==> src/rtl/pong_input_pkg.sv <==
// Shared definitions for the multi-player encoder/paddle input front-end.
//   quad_e / QUAD_TABLE : quadrature decode, indexed by {prev_a, prev_b, cur_a, cur_b}
//   reset_pos()         : centred paddle top row for a given screen height and length
//   clog2_int()         : ceiling log2, used for the position and counter widths
package pong_input_pkg;

    typedef enum logic [1:0] {
        Q_NONE = 2'd0,
        Q_FWD  = 2'd1,
        Q_REV  = 2'd2,
        Q_ILL  = 2'd3
    } quad_e;

    // Forward order of {A,B} is 00 -> 01 -> 11 -> 10 -> 00.
    localparam quad_e QUAD_TABLE [16] = '{
        Q_NONE, Q_FWD,  Q_REV,  Q_ILL,   // prev 00
        Q_REV,  Q_NONE, Q_ILL,  Q_FWD,   // prev 01
        Q_FWD,  Q_ILL,  Q_NONE, Q_REV,   // prev 10
        Q_ILL,  Q_REV,  Q_FWD,  Q_NONE   // prev 11
    };

    function automatic int reset_pos(input int rows, input int len);
        return (rows - len) / 2;
    endfunction

    function automatic int clog2_int(input int value);
        int r;
        r = 0;
        while ((1 << r) < value) r++;
        return r;
    endfunction

endpackage

==> src/rtl/enc_channel.sv <==
// One player channel: 2-flop synchronisers, history debounce on the shared tick,
// quadrature decode, signed detent accumulator and the paddle position register.
//   clk, reset  : clock, synchronous active-low reset
//   tick        : debounce sample strobe from the shared prescaler
//   enc_a/enc_b : raw asynchronous encoder inputs
//   wide        : 1 = paddle one row longer
//   paddle      : row bitmap, bit r set = row r occupied
//   pos         : top row of the paddle
//   moved       : one-cycle pulse when pos changes
//   err         : sticky illegal-transition flag
// Build option: PADDLE_WRAP_EN makes moves and the bitmap wrap modulo SCREEN_ROWS.
module enc_channel
    import pong_input_pkg::*;
#(
    parameter int HIST_LEN          = 9,
    parameter int SCREEN_ROWS       = 16,
    parameter int PADDLE_LEN        = 3,
    parameter int QUARTERS_PER_STEP = 4,
    parameter int PW                = clog2_int(SCREEN_ROWS)
) (
    input  logic                   clk,
    input  logic                   reset,
    input  logic                   tick,
    input  logic                   enc_a,
    input  logic                   enc_b,
    input  logic                   wide,
    output logic [SCREEN_ROWS-1:0] paddle,
    output logic [PW-1:0]          pos,
    output logic                   moved,
    output logic                   err
);

    // Two spare bits: one for sign, one so +QUARTERS_PER_STEP is representable.
    localparam int AW = clog2_int(QUARTERS_PER_STEP) + 2;
    localparam logic signed [AW-1:0] ACC_MAX   = AW'(QUARTERS_PER_STEP);
    localparam logic [PW-1:0]        POS_RESET = PW'(reset_pos(SCREEN_ROWS, PADDLE_LEN));

    logic                 a_meta, a_sync, b_meta, b_sync;
    logic [HIST_LEN-1:0]  hist_a, hist_b, hist_a_next, hist_b_next;
    logic                 deb_a, deb_b;
    logic [1:0]           prev_ab;
    quad_e                quad;
    logic signed [AW-1:0] acc, acc_next, delta;
    logic                 step_dn, step_up;
    logic [PW:0]          len_w;
    logic [PW-1:0]        pos_next;

    assign hist_a_next = {hist_a[HIST_LEN-2:0], a_sync};
    assign hist_b_next = {hist_b[HIST_LEN-2:0], b_sync};
    assign quad        = QUAD_TABLE[{prev_ab, deb_a, deb_b}];
    assign len_w       = (PW+1)'(PADDLE_LEN) + (PW+1)'(wide);

    // A limit reached last clk is consumed now; a quarter arriving in the same
    // clk starts the next detent rather than being lost.
    assign step_dn  = (acc == ACC_MAX);
    assign step_up  = (acc == -ACC_MAX);
    assign acc_next = (step_dn || step_up) ? delta : acc + delta;

    // NOTE: every combinational output gets a default first so no path can infer a latch.
    always_comb begin
        delta = '0;
        case (quad)
            Q_FWD:   delta = AW'(1);
            Q_REV:   delta = '1;
            default: delta = '0;
        endcase
    end

`ifdef PADDLE_WRAP_EN
    always_comb begin
        pos_next = pos;
        if (step_dn)      pos_next = pos + PW'(1);
        else if (step_up) pos_next = pos - PW'(1);
    end

    always_comb begin
        paddle = '0;
        for (int r = 0; r < SCREEN_ROWS; r++)
            paddle[r] = ({1'b0, PW'(PW'(r) - pos)} < len_w);
    end
`else
    logic [PW:0]   max_pos;
    logic [PW-1:0] base;

    assign max_pos = (PW+1)'(SCREEN_ROWS) - len_w;

    // A paddle that just became longer while at the bottom is pulled back
    // first; any move is then applied from the clamped row with saturation.
    always_comb begin
        base     = ({1'b0, pos} > max_pos) ? max_pos[PW-1:0] : pos;
        pos_next = base;
        if (step_dn && ({1'b0, base} < max_pos)) pos_next = base + PW'(1);
        else if (step_up && (base != '0))        pos_next = base - PW'(1);
    end

    always_comb begin
        paddle = '0;
        for (int r = 0; r < SCREEN_ROWS; r++)
            paddle[r] = (r >= int'(pos)) && (r < int'(pos) + int'(len_w));
    end
`endif

    // NOTE: state registers use non-blocking assignments so every flop samples pre-edge values.
    always_ff @(posedge clk) begin
        if (!reset) begin
            a_meta  <= 1'b0;
            a_sync  <= 1'b0;
            b_meta  <= 1'b0;
            b_sync  <= 1'b0;
            // NOTE: the histories are real state that must restart clean, so they are reset too.
            hist_a  <= '0;
            hist_b  <= '0;
            deb_a   <= 1'b0;
            deb_b   <= 1'b0;
            prev_ab <= 2'b00;
            acc     <= '0;
            pos     <= POS_RESET;
            moved   <= 1'b0;
            err     <= 1'b0;
        end else begin
            a_meta  <= enc_a;
            a_sync  <= a_meta;
            b_meta  <= enc_b;
            b_sync  <= b_meta;
            if (tick) begin
                hist_a <= hist_a_next;
                hist_b <= hist_b_next;
                if (&hist_a_next)       deb_a <= 1'b1;
                else if (~|hist_a_next) deb_a <= 1'b0;
                if (&hist_b_next)       deb_b <= 1'b1;
                else if (~|hist_b_next) deb_b <= 1'b0;
            end
            prev_ab <= {deb_a, deb_b};
            acc     <= acc_next;
            pos     <= pos_next;
            moved   <= (pos_next != pos);
            if (quad == Q_ILL) err <= 1'b1;
        end
    end

endmodule

==> src/rtl/player_input_array.sv <==
// Multi-player input front-end: one shared debounce prescaler feeding
// NUM_PLAYERS independent encoder/paddle channels.
//   clk, reset   : clock, synchronous active-low reset
//   enc_a, enc_b : raw encoder inputs, one bit per player
//   wide         : per-player long-paddle select
//   paddle_o     : player p bitmap at [p*SCREEN_ROWS +: SCREEN_ROWS]
//   pos_o        : player p top row at [p*PW +: PW]
//   moved_o      : per-player move pulse
//   err_o        : per-player sticky illegal-transition flag
// Build option: PADDLE_WRAP_EN (see enc_channel) selects wrapping paddles.
module player_input_array
    import pong_input_pkg::*;
#(
    parameter int NUM_PLAYERS       = 2,
    parameter int HIST_LEN          = 9,
    parameter int DEB_DIV           = 7,
    parameter int SCREEN_ROWS       = 16,
    parameter int PADDLE_LEN        = 3,
    parameter int QUARTERS_PER_STEP = 4,
    localparam int PW               = clog2_int(SCREEN_ROWS)
) (
    input  logic                               clk,
    input  logic                               reset,
    input  logic [NUM_PLAYERS-1:0]             enc_a,
    input  logic [NUM_PLAYERS-1:0]             enc_b,
    input  logic [NUM_PLAYERS-1:0]             wide,
    output logic [NUM_PLAYERS*SCREEN_ROWS-1:0] paddle_o,
    output logic [NUM_PLAYERS*PW-1:0]          pos_o,
    output logic [NUM_PLAYERS-1:0]             moved_o,
    output logic [NUM_PLAYERS-1:0]             err_o
);

    localparam int CW = (DEB_DIV > 1) ? clog2_int(DEB_DIV) : 1;

    logic [CW-1:0] cnt;
    logic          tick;

    // With DEB_DIV = 1 the count never leaves 0, so tick is permanently high.
    assign tick = (cnt == CW'(DEB_DIV - 1));

    always_ff @(posedge clk) begin
        if (!reset)    cnt <= '0;
        else if (tick) cnt <= '0;
        else           cnt <= cnt + CW'(1);
    end

    for (genvar i = 0; i < NUM_PLAYERS; i++) begin : g_ch
        enc_channel #(
            .HIST_LEN          (HIST_LEN),
            .SCREEN_ROWS       (SCREEN_ROWS),
            .PADDLE_LEN        (PADDLE_LEN),
            .QUARTERS_PER_STEP (QUARTERS_PER_STEP),
            .PW                (PW)
        ) u_ch (
            .clk    (clk),
            .reset  (reset),
            .tick   (tick),
            .enc_a  (enc_a[i]),
            .enc_b  (enc_b[i]),
            .wide   (wide[i]),
            .paddle (paddle_o[i*SCREEN_ROWS +: SCREEN_ROWS]),
            .pos    (pos_o[i*PW +: PW]),
            .moved  (moved_o[i]),
            .err    (err_o[i])
        );
    end

endmodule

==> config.mk <==
export PLATFORM = sky130hd
export DESIGN_NAME = player_input_array
export DESIGN_NICKNAME = d
export VERILOG_FILES = /design/src/rtl/pong_input_pkg.sv /design/src/rtl/enc_channel.sv /design/src/rtl/player_input_array.sv
export SDC_FILE = /design/constraint.sdc
export NUM_CORES = 1
export LEC_CHECK = 0
export CAP_MARGIN = 30
export CORE_ASPECT_RATIO = 0.9
export CORE_MARGIN = 1
export CORE_UTILIZATION = 51
export DETAILED_ROUTE_END_ITERATION = 12
export PLACE_DENSITY = 0.77
export SKIP_CTS_REPAIR_TIMING = 1
export SYNTH_ARGS = -nofsm -noshare
export SYNTH_HDL_FRONTEND = slang
export SYNTH_SLANG_ARGS = --single-unit
==> constraint.sdc <==
create_clock -name clk -period 3.3 [get_ports clk]
set_clock_uncertainty 0.05 [all_clocks]
set_input_delay 0.825 -clock clk [delete_from_list [all_inputs] [get_ports clk]]
set_output_delay 0.825 -clock clk [all_outputs]
set_load 0.005 [all_outputs]
==> After elaboration in Yosys (flattened, before gate mapping) <==
Memories as Yosys holds them, arrays and structs flattened.
Index checks and enable logic that the tools add are counted.
{ "op_classes": {"n_lt_le_gt_ge": 68, "n_bitwise": 3, "addsub": 13, "reduce_logical": 51, "n_mux": 22, "eq_ne": 17} }
{ "ops": {"columns": ["op", "n"], "rows": [
  ["$lt A5 B32 Y1 const A", 16],
  ["$lt A4 B32 Y1 const A", 8],
  ["$lt A3 B32 Y1 const A", 4],
  ["$lt A1 B32 Y1 const A", 2],
  ["$lt A2 B32 Y1 const A", 2],
  ["$ge A4 B4 Y1 const A", 14],
  ["$reduce_and A9 Y1", 4],
  ["$reduce_or A9 Y1", 4],
  ["$logic_and A1 B1 Y1", 34],
  ["$ge A3 B4 Y1 const A", 8],
  ["$mux W4", 8],
  ["$ge A1 B4 Y1 const A", 4],
  ["$ge A2 B4 Y1 const A", 4],
  ["$pmux W4 S2", 2],
  ["$add A4 B5 Y6", 2],
  ["$ge A5 B5 Y1 const B", 2],
  ["$gt A4 B5 Y1", 2],
  ["$lt A4 B5 Y1", 2],
  ["$not A4 Y5", 2],
  ["$sub A5 B5 Y5 const A", 2],
  ["$add A4 B1 Y4 const B", 2],
  ["$add A4 B4 Y4", 2],
  ["$eq A2 B2 Y1 const B", 4],
  ["$eq A4 B3 Y1 const B", 2],
  ["other kinds (15)", 38]
]} }
{ "word_totals": {"output_inout_bits": 44, "reg_bits": 71, "memories": 2, "mem_bits_ro": 64} }
{ "mem_list": {"columns": ["name", "words", "word_bits", "read_ports", "rd_ports_with_merged_regs", "write_ports", "line", "source"], "rows": [
  ["(no name shown)", 16, 2, 1, 0, 0, "enc_channel.sv:50", "assign quad = QUAD_TABLE[{prev_ab, deb_a, deb_b}];"],
  ["(no name shown)", 16, 2, 1, 0, 0, "enc_channel.sv:50", null]
]} }

==> Logic depth before layout (Yosys ltp) <==
Gate-level depths: netlist of run 1.
{ "depth": {"word_depth": 9, "ltp_mapped": 13, "ltp_nobuf": 12} }

==> Cells and area by module <==
From an unflattened synthesis of run 1, not the netlist that was laid out.
{ "unflattened": {"cells_unflattened": 507, "area_unflattened_um2": 4329.2} }
{ "by_module_without_submodules": {"columns": ["mod", "seq_area_each_um2", "cells_per_inst", "n_inst", "area_each_um2"], "rows": [
  ["enc_channel at g_ch[1].u_ch", 680.7, 241, 1, 2099.5],
  ["enc_channel at g_ch[0].u_ch", 680.7, 253, 1, 2089.5],
  ["player_input_array", 60.1, 13, 1, 140.1]
]} }

==> Least setup slack after synthesis of run 1 <==
No wires, ideal clock.
{ "synth_timing": {"path_type": "input -> output", "startpoint": "input wide[0]", "endpoint": "output paddle_o[8]", "cell_stages": 12, "t_required_ns": 2.425, "path_slack_ns": -0.252, "path_buffers": 2, "arrival_time_ns": 2.677, "path_cell_list": "inv_1 ha_1 inv_1 fa_1 nor2b_1 o21a_1 clkbuf_1 or2_2 clkbuf_1 nand2b_1 o21ai_0 and3b_1"} }
{ "synth_via": {"elab_chain_cells": 4} }
{ "synth_lines": {"columns": ["item", "line", "source"], "rows": [
  ["start: declaration", "player_input_array.sv:26", "input logic [NUM_PLAYERS-1:0] wide,"],
  ["$add A2 B1 Y3", "enc_channel.sv:51", "assign len_w = (PW+1)'(PADDLE_LEN) + (PW+1)'(wide);"],
  ["$add A4 B5 Y6", "enc_channel.sv:99", "paddle[r] = (r >= int'(pos)) && (r < int'(pos) + int'(len_w));"],
  ["$lt A5 B32 Y1", "enc_channel.sv:99", null],
  ["$logic_and A1 B1 Y1", "enc_channel.sv:99", null],
  ["end: declaration", "player_input_array.sv:27", "output logic [NUM_PLAYERS*SCREEN_ROWS-1:0] paddle_o,"]
]} }
No other way between the ends.

==> Worst setup path after layout of run 1 <==
{ "layout_timing": {"startpoint": "input wide[1]", "endpoint": "output paddle_o[24]"} }
The elaborated chain is that of the path after synthesis.

==> impl_metrics.ini, run 1 <==
[worst_setup_path]
crit_required_ps = 2420
critPathMaxFanout = 4
critPathKind = in2out
endpoint_kind = output pin
worstPathArrival_ps = 2570
cp-start-kind = input port

[routing]
first_iter_violations = 187
ant_nets = 0
via_count = 4186
dr.pass1.iters = 5
drt-vias-per-instance = 5.80
drt-total-wl_um = 10700
wl_per_cell_um = 14.8
route.detailed.drc = 0

[synth]
synth_top_area_share_pct = 34.3
syn-cell-area_sq_mm = 0.00414
synth_nets = 573
synth_top_area_cell = dfxtp_1
synth_edf_count = 0
seq_area_frac_synth_pct = 34.3
yosys_warnings = 0
ys.flop_type = dfxtp_1
synthCells = 539
async_flop_share_pct = 0
yosysUniqueCellTypes = 57
synthTopCellsByArea = dfxtp_1, a21oi_1, nand2_1
synth-seq-cells = 71
syn_avg_cell_area_sq_um = 7.68

[status]
status = finished, violations left
failed_checks = negative setup slack

[global_route]
met1_usage_pct = 29.5
grt_antenna_before_repair = 0
grt_pass1_vias = 3606
grt_pass1_wl_um = 16200
grt_max_degree = 28
grtUsageMet3_pct = 4.82
grt_usage_pct = 23.4
grt-ovfl-total = 0
top_usage_layer = met2
use_met2_pct = 39.8

[power_and_ir_drop]
p_int_uw = 1470
peakVddDrop_mv = 0.271
p_comb_share_pct = 11.0
p_sw_uw = 445
clkPwrFrac_pct = 43.7
swShare_pct = 23.2
power_density_mw_per_mm2 = 349
seqPwrFrac_pct = 45.2
p_leak_uw = 0.00228
power_uw = 1920

[layout]
n_antenna_cell = 0
final_common_cell = nand2_1
num-fill-cells = 554
layout_common_cells = nand2_1, dfxtp_1, a21oi_1, buf_4, nor2_1
layout-drive-gt1-share_pct = 25.4
final_area_sq_mm = 0.00549
area_growth_pct = 32.6
finish.utilization_pct = 71.4
layout.nets = 655

[run]
cap_violations = 0

[floorplanning]
die_area_sq_mm = 0.00849
initial_utilization_pct = 53.8
placement_rows = 30
io_pins = 52
die_w_um = 97.0
dieHeight_um = 87.5
fp.coreArea_sq_mm = 0.00769

[sta]
slew_viol_final = 0
fmax_mhz = 290
tightest_slew_ps = 821
rsz0062_at_grt = true
setup_viol = 22
min_period_over_period_pct = 104
relSlewSlack_pct = 45.2
fin_ws_ps = -144
fin_crit_ps = 3440
hold_viol_final = 0

[cts]
clk_latency_ps = 350
cts_sinks = 71
htreeDepth = 3
cts_tree = done
clk_root_buffer_cell = clkbuf_8
cts_made_buffers = 9
cts.reportedPaths.clkPinSlew_ps = 70
cts_buffer_depth = 2

[placed_design]
gp_congestion = 0.852
io_buffers = 51
place_area_sq_mm = 0.00497
place_hpwl_um = 7010

[hold_path]
hold_path_class = reg2reg
## layer usage
layer	vias to the layer above	routed length, um
met5	-	0
met4	0	192
met3	20	525
met2	134	5320
met1	2000	4680
li1	2032	-
## area by class of cell
type / count / area, sq um / share of cell area, %
clock buffer: 9 / 124 / 2.26
clock inverter: 7 / 120 / 2.19
inverter: 26 / 103 / 1.87
multi-input combinational: 407 / 2700 / 49.1
sequential: 71 / 1420 / 25.9
tap: 96 / 120 / 2.19
timing repair buffer: 106 / 905 / 16.5
## flip-flops by register name, summed over array words and instances (netlist names)
| signal | count |
|---|---|
| g_ch.u_ch.a_meta | 2 |
| g_ch.u_ch.b_sync | 2 |
| g_ch.u_ch.acc | 8 |
| g_ch.u_ch.err | 2 |
| g_ch.u_ch.deb_a | 2 |
| g_ch.u_ch.a_sync | 2 |
| cnt | 3 |
| g_ch.u_ch.deb_b | 2 |
| g_ch.u_ch.b_meta | 2 |
| g_ch.u_ch.moved | 2 |
| g_ch.u_ch.prev_ab | 4 |
| g_ch.u_ch.hist_b | 16 |
| g_ch.u_ch.pos | 8 |
| g_ch.u_ch.hist_a | 16 |
## cell families (layout without fill, tap and decap cells)
group	count (synthesis)	count (layout)	share of synthesized area, %
adder cells (fa/ha/maj)	26	26	8.58
XOR/XNOR	11	11	2.33
AND/OR/NAND/NOR	225	225	26.5
buffers and inverters	61	148	7.19
AO/OA/AOI/OAI	142	142	20.4
flip-flops	71	71	34.3
multiplexers	3	3	0.725
## Yosys cell counts, types with 2 or more instances
library cell / instances
a21o_1: 4
xnor2_1: 6
o31ai_1: 2
ha_1: 22
and3b_1: 2
dfxtp_1: 71
buf_6: 4
nand4_1: 8
inv_1: 25
or2_2: 5
a21oi_1: 79
o21ai_0: 20
a211oi_1: 8
nor3b_1: 6
a31oi_1: 5
fa_1: 4
buf_4: 5
nand2b_1: 6
o21a_1: 3
nor4_1: 9
nor2_1: 27
a221oi_1: 4
nor2b_1: 6
mux2i_1: 3
xor2_1: 5
and3_1: 3
and2_1: 17
nand2_1: 105
a32oi_1: 2
or3_1: 6
nor3_1: 11
clkbuf_1: 23
nand3_1: 9
## worst max-delay path, stage by stage
cell and delay, ps:
buf_8 100, inv_4 50, ha_4 120, inv_2 40, fa_2 390, buf_4 170, xor2_4 190, nand2_2 90
nor3b_2 240, and3b_1 210, dlymetal6s2s_1 150
## power by group through the flow
stage	logic (uW)	registers (uW)	clock network, uW
after CTS	176	868	856
after global placement	171	888	0
after detailed placement	176	888	0
after floorplan	83.6	887	0
after global routing	227	869	887
final	212	868	839
## through the flow
| step | instances | setup TNS, ps | hold WS, ps | worst slack [ps] |
|---|---|---|---|---|
| final | 722 | -1490 | 390 | -144 |
| after global routing | 722 | -3100 | 418 | -213 |
| after CTS | 717 | -23850 | 389 | -990 |
| after detailed placement | 701 | -25630 | 371 | -1000 |
| after global placement | 701 | -23300 | 363 | -870 |
| after floorplan | 539 | -6.84 | 362 | -6.84 |
## worst paths after layout
check | from | to | cells past startpoint | slack, ps
worst max register to register | g_ch[0].u_ch.pos[0]$_SDFF_PN0_ | g_ch[0].u_ch.moved$_SDFF_PN0_ | 13 | 390
worst min register to register | g_ch[0].u_ch.a_meta$_SDFF_PN0_ | g_ch[0].u_ch.a_sync$_SDFF_PN0_ | 1 | 390
worst max-delay path | wide[1] | paddle_o[24] | 11 | -140
worst min-delay path | g_ch[0].u_ch.a_meta$_SDFF_PN0_ | g_ch[0].u_ch.a_sync$_SDFF_PN0_ | 1 | 390
Note: power is estimated with default switching activity, not from simulation.
==> run 2: changes to the inputs <==
--- a/config.mk
+++ b/config.mk
@@ -8,9 +8,8 @@
 export CAP_MARGIN = 30
 export CORE_ASPECT_RATIO = 0.9
 export CORE_MARGIN = 1
-export CORE_UTILIZATION = 51
+export CORE_UTILIZATION = 35
 export DETAILED_ROUTE_END_ITERATION = 12
-export PLACE_DENSITY = 0.77
 export SKIP_CTS_REPAIR_TIMING = 1
 export SYNTH_ARGS = -nofsm -noshare
 export SYNTH_HDL_FRONTEND = slang
==> run 2 against run 1 <==
Net effect:
- the run still ends with negative setup slack left
- cell area up 5.1%
- routed wire length down 3.0%
- setup slack better by 11 ps
- die area rose by 45%
- largest cell class unchanged
- critical path depth grew 1
- sequential share of layout area decreased by 1.3 points
- clock power increased by 22%
- cell count is 9.8% higher
==> impl_metrics.ini, run 2 (synthesis gave the netlist of run 1 again) <==
[layout]
final_common_cell = nand2_1
finish.utilization_pct = 50.3
layout-drive-gt1-share_pct = 28.6
area_growth_pct = 39.3
final_cells = 793
layout.nets = 666
top_regs = g_ch.u_ch.hist_a (16), g_ch.u_ch.hist_b (16)
layout_common_cells = nand2_1, dfxtp_1, a21oi_1, buf_4, nor2_1
n_antenna_cell = 0

[floorplanning]
fp.coreArea_sq_mm = 0.0115
io_pins = 52
die_w_um = 117
initial_utilization_pct = 36.1
placement_rows = 37
die_area_sq_mm = 0.0123
dieHeight_um = 105

[worst_setup_path]
endpoint_kind = output pin
slowest_stage = fa_2
worstPathArrival_ps = 2560
slowest_delay_ps = 430
crit_path_start = wide[0]
reg2reg_from = g_ch[0].u_ch.pos[0]$_SDFF_PN0_
cp-start-kind = input port
critPathKind = in2out
crit_chain = buf_8, inv_4, ha_4, inv_2, fa_2, nor2b_1, o21a_1, or2_4, nand2b_4, o21ai_1, and3b_1, clkbuf_2
cp_top_family = simple AND/OR/NAND/NOR gates
crit_required_ps = 2420
crit_buf_inv = 4
critPathMaxFanout = 4

[cts]
htreeDepth = 3
clk_root_buffer_cell = clkbuf_16
cts_sinks = 71
cts_made_buffers = 9
cts_buffer_depth = 2
cts.reportedPaths.clkPinSlew_ps = 60
cts_tree = done
clk_latency_ps = 320

[sta]
min_period_over_period_pct = 104
relSlewSlack_pct = 52.6
slew_viol_final = 0
fmax_mhz = 291
tightest_slew_ps = 710
setup_viol = 15
fin_ws_ps = -133
rsz0062_at_grt = true
hold_viol_final = 0
fin_crit_ps = 3430

[routing]
dr.pass1.iters = 4
route.detailed.drc = 0
drt-total-wl_um = 10400
via_count = 4025
ant_nets = 0
first_iter_violations = 152
wl_per_cell_um = 13.1
drt-vias-per-instance = 5.08

[global_route]
grt_pass1_vias = 3692
grt-ovfl-total = 0
grt_max_degree = 43
grt_usage_pct = 16.6
grt_antenna_before_repair = 0
grt_pass1_wl_um = 16700

[hold_path]
hold_path_class = reg2reg
worstHoldStart = g_ch[0].u_ch.a_meta$_SDFF_PN0_

[power_and_ir_drop]
p_leak_uw = 0.00239
peakVddDrop_mv = 0.270
power_density_mw_per_mm2 = 366

[placed_design]
place_hpwl_um = 6820
io_buffers = 51
dp.cells = 763
gp_congestion = 0.832

[status]
failed_checks = negative setup slack
status = finished, violations left

[run]
cap_violations = 0
run 2: cell count changes in the layout (fill, tap and decap cells not counted), moves of 2 or more:
cell / change
clkbuf_2: -2
buf_2: +3
clkbuf_16: +9
clkbuf_8: -9
nand2_2: +5
nand2_1: -5
buf_4: +8
inv_4: +2
buf_6: +5
run 2: layer usage:
layer / vias up / global-route usage, % / part of all wire [%]
li1: 2051 / - / -
met1: 1884 / 22.4 / 47
met2: 80 / 26.8 / 48
met3: 10 / 2.90 / 3.9
met4: 0 / 5.06 / 1.3
met5: - / 0 / 0
run 2: cell type report:
class	count	area [sq um]
clock buffers	9	225
clock inverters	7	95.1
fillers	1136	5710
inverters	26	108
multi-input cells	407	2750
flip-flops and latches	71	1420
well taps	156	195
repair buffers	117	981
run 2: through the flow:
| stage | cell area (sq um) | setup slack, ps | power, uW | hold slack (ps) | setup TNS, ps |
|---|---|---|---|---|---|
| 4_1_cts | 5360 | -1040 | 2090 | 385 | -24360 |
| 6_report | 5770 | -133 | 2110 | 385 | -1160 |
| 5_1_grt | 5770 | -225 | 2190 | 420 | -2540 |
| 2_1_floorplan | 4160 | -6.84 | 970 | 362 | -6.84 |
| 3_5_place_dp | 5040 | -1010 | 1070 | 373 | -25780 |
| 3_3_place_gp | 5040 | -939 | 1070 | 367 | -24060 |
run 2: where the power goes:
part	total [uW]	switching [uW]	leakage, uW	internal [uW]
combinational	225	112	0.00166	113
clock	1020	359	0.000156	662
sequential	869	3.73	0.000574	865
run 2: final timing paths:
kind,end,slack [ps],depth (start not counted)
max,paddle_o[8],-130,12
min,g_ch[0].u_ch.a_sync$_SDFF_PN0_,390,1
max reg2reg,g_ch[0].u_ch.moved$_SDFF_PN0_,350,12
min reg2reg,g_ch[0].u_ch.a_sync$_SDFF_PN0_,390,1
